**src/rtl/bridge_dataslot_reader.sv**
```systemverilog
// Shadows host-written APF dataslot words into a local RAM and serves per-slot
// queries (id, flags, size, written) to core logic over a valid/ready handshake.
module bridge_dataslot_reader #(
   parameter logic [31:0] BASE_ADDR = 32'hF800_2000
) (
   input  logic        clk,
   input  logic        reset,
   input  logic [31:0] bridge_addr,
   input  logic        bridge_wr,
   input  logic [31:0] bridge_wr_data,
   input  logic        req_valid,
   output logic        req_ready,
   input  logic [4:0]  req_slot,
   output logic        resp_valid,
   input  logic        resp_ready,
   output logic [4:0]  resp_slot,
   output logic [15:0] resp_id,
   output logic [15:0] resp_flags,
   output logic [31:0] resp_size,
   output logic        resp_written,
   output logic [31:0] slot_written
);

   typedef enum logic [2:0] {IDLE, RD0, RD1, CAP, RESP} state_t;

   state_t      state;
   state_t      state_next;
   logic        hit;
   logic        bwr;
   logic        bwr_same_slot;
   logic [4:0]  slot_q;
   logic [5:0]  rd_addr;
   logic [31:0] ram_q;
   logic [31:0] word0;
   logic [31:0] mem [64];
   logic        unused_addr_bits;

   assign hit              = (bridge_addr[31:8] == BASE_ADDR[31:8]);
   assign bwr              = bridge_wr && hit;
   assign bwr_same_slot    = bwr && (bridge_addr[7:3] == slot_q);
   assign rd_addr          = {slot_q, (state == RD1)};
   assign unused_addr_bits = ^bridge_addr[1:0];

   // Single-port RAM: a bridge write owns the port, so the read result holds that cycle.
   always_ff @(posedge clk) begin
      if (bwr) begin
         mem[bridge_addr[7:2]] <= bridge_wr_data;
      end else begin
         ram_q <= mem[rd_addr];
      end
   end

   always_ff @(posedge clk or posedge reset) begin
      if (reset) begin
         slot_written <= '0;
      end else if (bwr && bridge_addr[2]) begin
         slot_written[bridge_addr[7:3]] <= 1'b1;
      end
   end

   always_ff @(posedge clk or posedge reset) begin
      if (reset) begin
         state <= IDLE;
      end else begin
         state <= state_next;
      end
   end

   // A write to the queried slot restarts the read so a response never mixes old and new words.
   always_comb begin
      state_next = state;
      case (state)
         IDLE: if (req_valid) state_next = RD0;
         RD0:  if (!bwr) state_next = RD1;
         RD1: begin
            if (bwr_same_slot) begin
               state_next = RD0;
            end else if (!bwr) begin
               state_next = CAP;
            end
         end
         CAP:  state_next = bwr_same_slot ? RD0 : RESP;
         RESP: if (resp_ready) state_next = IDLE;
         default: state_next = IDLE;
      endcase
   end

   assign req_ready  = (state == IDLE);
   assign resp_valid = (state == RESP);

   // Fields of never-completed slots are masked so stale pre-reset RAM contents never leak out.
   always_ff @(posedge clk or posedge reset) begin
      if (reset) begin
         slot_q       <= '0;
         word0        <= '0;
         resp_slot    <= '0;
         resp_id      <= '0;
         resp_flags   <= '0;
         resp_size    <= '0;
         resp_written <= 1'b0;
      end else begin
         if ((state == IDLE) && req_valid) begin
            slot_q <= req_slot;
         end
         if (state == RD1) begin
            word0 <= ram_q;
         end
         if ((state == CAP) && !bwr_same_slot) begin
            resp_slot    <= slot_q;
            resp_written <= slot_written[slot_q];
            if (slot_written[slot_q]) begin
               resp_id    <= word0[15:0];
               resp_flags <= word0[31:16];
               resp_size  <= ram_q;
            end else begin
               resp_id    <= '0;
               resp_flags <= '0;
               resp_size  <= '0;
            end
         end
      end
   end

endmodule

```
**config.mk**
```make
export PLATFORM = sky130hd
export DESIGN_NAME = bridge_dataslot_reader
export DESIGN_NICKNAME = d
export VERILOG_FILES = /design/src/rtl/bridge_dataslot_reader.sv
export SDC_FILE = /design/constraint.sdc
export NUM_CORES = 2
export LEC_CHECK = 0
export BUFFER_PORTS_ARGS = -buffer_cell sky130_fd_sc_hd__buf_2
export CORE_UTILIZATION = 30
export CTS_CLUSTER_SIZE = 16
export DETAILED_ROUTE_END_ITERATION = 12
export HOLD_SLACK_MARGIN = 0.1
export PLACE_DENSITY_LB_ADDON = 0.15
export SLEW_MARGIN = 20
export SYNTH_ARGS = -nofsm -noshare
export SYNTH_HDL_FRONTEND = slang
export SYNTH_SLANG_ARGS = --single-unit
```
**constraint.sdc**
```tcl
create_clock -name clk -period 11 [get_ports clk]
set_clock_uncertainty 0.2 [all_clocks]
set_input_delay 1.1 -clock clk [delete_from_list [all_inputs] [get_ports clk]]
set_output_delay 1.1 -clock clk [all_outputs]
set_load 0.005 [all_outputs]
```
; ---- Word-level counts from Yosys, hierarchy flattened
; Memory sizes are Yosys's and may differ from the RTL's. A register that Yosys moved wholly into a read port is not among the register bits.
; Cells that the tools add are included.
[word_totals]
out_inout_bits = 104
n_memories = 1
ramBits = 2048
wordCells = 50
ff_bits = 142
[op_classes]
n_eq_ne = 10
n_lt_le_gt_ge = 3
bitwise_logic = 1
reduce_logical = 10
mux = 16
[memory_table]
columns = name, depth, word_bits, rd, rd_clocked_by_memory_dff, write_ports, line
row1 = mem, 64, 32, 1, 1, 1, 35  ; logic [31:0] mem [64];
[op_table]
columns = op, count
row1 = 2-to-1 mux 16 bit, 2
row2 = 2-to-1 mux 32 bit, 1
row3 = OR 32 bit, 1
row4 = "== test 24 bit, second input constant", 1
row5 = 2-to-1 mux 3 bit, 6
row6 = case mux 3 bit (5 select lines), 1
row7 = "less-than comparator 5 x 6 -> 1 bit, second input constant", 2
row8 = "== test 3 x 2 -> 1 bit, second input constant", 2
row9 = logical AND 1 bit, 6
row10 = binary-select mux 1 bit (select 5 bit), 1
row11 = demux 1 bit (select 5 bit), 1
row12 = == test 5 bit, 1
row13 = "greater-or-equal comparator 5 x 1 -> 1 bit, second input constant", 1
row14 = 2-to-1 mux 1 bit, 4
row15 = "inequality test 2 bit, second input constant", 2
row16 = AND reduction 4 bit, 1
row17 = "== test 3 x 1 -> 1 bit, second input constant", 1
row18 = "== test 3 bit, second input constant", 1
row19 = logical NOT 3 bit, 1
row20 = "inequality test 3 bit, second input constant", 1
row21 = logical NOT 1 bit, 2
row22 = "inequality test 2 x 1 -> 1 bit, second input constant", 1

; ---- Logic depth before layout (Yosys ltp)
[depth]
depth_word = 5
depth_mapped = 12

; ---- Least setup slack after synthesis
; Ideal clock, no wire load.
[synth_timing]
path_type = input-to-reg
startpoint = input bridge_addr[21]
endpoint = memory mem[15][0], enable pin
setup_time_ns = 0.421
arrival_time_ns = 4.807
t_required_ns = 10.379
n_path_buf = 1
path_stages = 7
setup_slack_ns = 5.572
cell_sequence = or4b_1 nor3_1 nand4_2 nor2_1 nand3_1 clkbuf_1 nor2_1
[synth_via]
elab_chain_cells = 4
[synth_rtl]
columns = item, line
row1 = "start, declared", 8  ; input logic [31:0] bridge_addr,
row2 = == test 24 bit, 38  ; assign hit = (bridge_addr[31:8] == BASE_ADDR[31:8]);
row3 = logical AND 1 bit, 39  ; assign bwr = bridge_wr && hit;
row4 = 2-to-1 mux 1 bit, 46  ; if (bwr) begin
row5 = 2-to-1 mux 1 bit (not written as such), 47  ; mem[bridge_addr[7:2]] <= bridge_wr_data;
row6 = "end, declared", 35
; No other way between the ends.

; ---- Worst setup path after layout
[layout_timing]
startpoint = register state[1]
endpoint = register ram_q[25], read port of mem (data pin)
[layout_via]
elab_chain_cells = 1
[layout_rtl]
columns = item, line
row1 = "start, declared", 26  ; state_t state;
row2 = "start signal, assigned", 65  ; state <= state_next;
row3 = == test 3 x 2 -> 1 bit, 41  ; assign rd_addr = {slot_q, (state == RD1)};
row4 = "end, declared", 33  ; logic [31:0] ram_q;
; No other way between the ends.
; A chain may end at the register's enable or synchronous reset.

==> results.yml <==
status:
  run_status: "completed"
sta:
  fin_tns_setup_ns: 0
  drv_slew: 0
  hold_ws_ns: 0.234
  fmax_mhz: 186
  rsz0062_at_grt: "false"
  hold_violations: 0
  worst_pin_slew_ns: 1.28
  maxSlewHeadroom_pct: 14.0
  finalSetupViolCount: 0
  fin_crit_ns: 5.38
  period_share_pct: 48.9
global_routing:
  grt_overflow: 0
  grt_pass1_wl_um: 350000
  antenna_found_initial: 16
  grt_pass1_vias: 44000
  grt.total_usage_pct: 17.3
  grt_max_degree: 110
critical_path:
  rr_worst_depth: 8
  max_stage_delay_ns: 0.89
  crit_required_ns: 11.29
  cp.arrival_ns: 5.67
  critPathLaunchType: "register"
  critPathCaptureType: "register"
  cp_max_fo: 89
  crit_type: "register to register"
  path_cells: "nor3b_4, buf_12, buf_12, mux2i_1, o21ai_0, o22ai_1, or4_1, nor4_2"
  worst_path_most_repeated_cell: "buf_12"
  slowest_stage: "nor4_2"
min_path:
  whs_path_depth: 2
  hp-class: "input pin to register"
routing:
  vias_per_cell: 4.96
  post_drt_wl_per_cell_um: 28.8
  drc: 0
  drtAntennaViolNets: 0
  via_count: 43300
  first_iter_violations: 3853
  finalWirelength_um: 251000
  drt_first_pass_iters: 5
clock_tree:
  numCtsBuffers: 233
  cts_num_sinks: 2222
  cts_tree: "done"
  htree_levels: 4
  ctsResizeCount: 0
  clock_path_buffers: 4
  clk_latency_ns: 0.89
  clockRootBuffer: "clkbuf_16"
  clkTransAtPathRegs_ns: 0.06
floorplanning:
  num_rows: 195
  start_util_pct: 30.2
  dieHeight_um: 535
  die-area_um2: 287000
  io_pins: 178
  die_w_um: 535
  core_region_area_um2: 283000
synth:
  synthArstFlopShare_pct: 6.39
  synth_fa_ha_area_share_pct: 0
  synth_warnings: 0
  ys_types: 69
  synth_mux_area_share_pct: 12.1
  synth.top_cell.area_share_pct: 73.2
  synth-compound-area-share_pct: 3.64
  synth_xor_xnor_area_share_pct: 0.0513
  yosys.area.top_type: "edfxtp_1"
  syn_avg_cell_area_um2: 19.0
  syn-cell-area_um2: 85400
  ys_seq_area_share_pct: 77.3
  synth_edf_count: 2080
  synth_top_family_by_area: "multiplexers"
  ys_seq_elements: 2222
  synthFlopType: "edfxtp_1"
  syn_inst: 4490
  syn_nets: 4564
  ys_top_cells_by_area: "edfxtp_1 73%, mux4_2 10%, dfrtp_1 4.2%, nand2_1 1.6%, nor2_1 1.6%"
  synth_simple_gate_area_share_pct: 5.01
run:
  cap_violations: 0
cells_and_area:
  final_cell_mix: "2080 x edfxtp_1, 396 x mux4_2, 363 x nand2_1"
  drive_gt1_share_pct: 23.0
  post_layout_nonfiller_instances: 8722
  final_common_cell: "edfxtp_1"
  postLayoutCoreUtil_pct: 34.8
  syn2layout_area_growth_pct: 15.1
  fin_nets: 4868
  fillers: 26600
placed_design:
  dpl.hpwl_um: 134000
  place_inst: 8301
  portBuffers: 175
  gp_congestion: 0.742
power_and_ir_drop:
  cellInternalPower_mw: 15.9
  power_leakage_nw: 31.1
  seq_power_share_pct: 41.7
  swShare_pct: 31.9
  switchingPower_mw: 7.48
  clkPwrFrac_pct: 31.6
  p_comb_share_pct: 26.6
  power.density_nw_per_um2: 238
  vdd_drop_max_mv: 0.217
-- timing repair --
action / CTS / global route
buffers inserted: 0 / 0
hold endpoints to repair: 62 / 0
hold buffers: 1 / 0
-- path summary, 6_finish.rpt --
path | from | to | slack (ns)
worst min register to register | ram_q[23] | word0[23] | 0.27
worst min-delay path | resp_ready | state[2] | 0.23
worst max register to register | state[1] | ram_q[25] | 5.62
max in group asynchronous | reset | word0[12] | 8.81
min in group asynchronous | reset | resp_size[29] | 0.67
worst max-delay path | state[1] | ram_q[25] | 5.62
-- stage by stage --
stage | power, mW | cell area [um^2] | setup slack [ns]
final | 23.4 | 98200 | 5.62
after global routing | 24.4 | 98200 | 5.38
after CTS | 23.8 | 98100 | 5.63
after detailed placement | 16.3 | 91200 | 5.14
after global placement | 16.3 | 91200 | 5.21
after floorplan | 13.8 | 85400 | 5.57
-- per-layer routing --
layer	part of all wire, %	GRT usage, %	vias up
met4	2.1	4.12	4
met5	0.011	0	-
met3	5.3	2.69	296
met1	45	24.4	23300
met2	47	28.1	1110
li1	-	-	18600
-- state kept, by name (all words and copies together) (netlist names) --
register	cells
mem	2048
ram_q	32
resp_flags	16
resp_id	16
resp_size	32
resp_slot	5
resp_written	1
slot_q	5
slot_written	32
state	3
word0	32
-- worst max-delay path: cells and delay by family, from the launching register on --
family          cells  cell delay (ns)
simple gates        3             2.22
buf+inv             2             1.11
flops               1             0.57
mux                 1             0.16
compound gates      2             0.49
-- Yosys cell counts, drive strengths merged (3+ instances only) --
cell	count
a2111oi	3
a211o	3
a211oi	3
a21oi	83
a22o	3
a22oi	94
a31oi	11
and2	5
and3	11
buf	150
clkbuf	111
dfrtp	142
edfxtp	2080
inv	5
mux2	14
mux2i	121
mux4	397
nand2	365
nand2b	6
nand3	78
nand3b	4
nand4	20
nand4b	3
nor2	358
nor2b	7
nor3	14
nor3b	4
nor4	35
o211ai	5
o21ai	164
o21bai	24
o22ai	102
or2	11
or3	3
or3b	3
or4	22
xor2	3
-- layout make-up --
class | count | area (um^2) | area share (%)
flip-flops and latches | 2222 | 66000 | 67.2
multi-input cells | 2002 | 18400 | 18.7
clock buffers | 304 | 6180 | 6.29
well taps | 3743 | 4680 | 4.77
repair buffers | 330 | 2170 | 2.21
clock inverters | 100 | 748 | 0.762
diodes | 16 | 40.0 | 0.0408
inverters | 5 | 23.8 | 0.0242
-- power by group through the flow --
stage	registers [mW]	clock network, mW	logic, mW
4_1_cts	9.78	7.60	6.38
3_3_place_gp	9.95	0	6.39
2_1_floorplan	9.81	0	4.00
6_report	9.77	7.40	6.24
5_1_grt	9.80	7.88	6.69
3_5_place_dp	9.96	0	6.37
-- logic make-up (layout without fill, tap and decap cells) --
| group | Yosys count | in the layout |
|---|---|---|
| DFF | 2222 | 2222 |
| and+or+nand+nor | 956 | 956 |
| muxes | 532 | 532 |
| AOI/OAI and AO/OA | 509 | 509 |
| buffers and inverters | 266 | 739 |
| xor gates and xnor gates | 5 | 5 |
| other | 0 | 16 |
(Power assumes the default switching activity.)
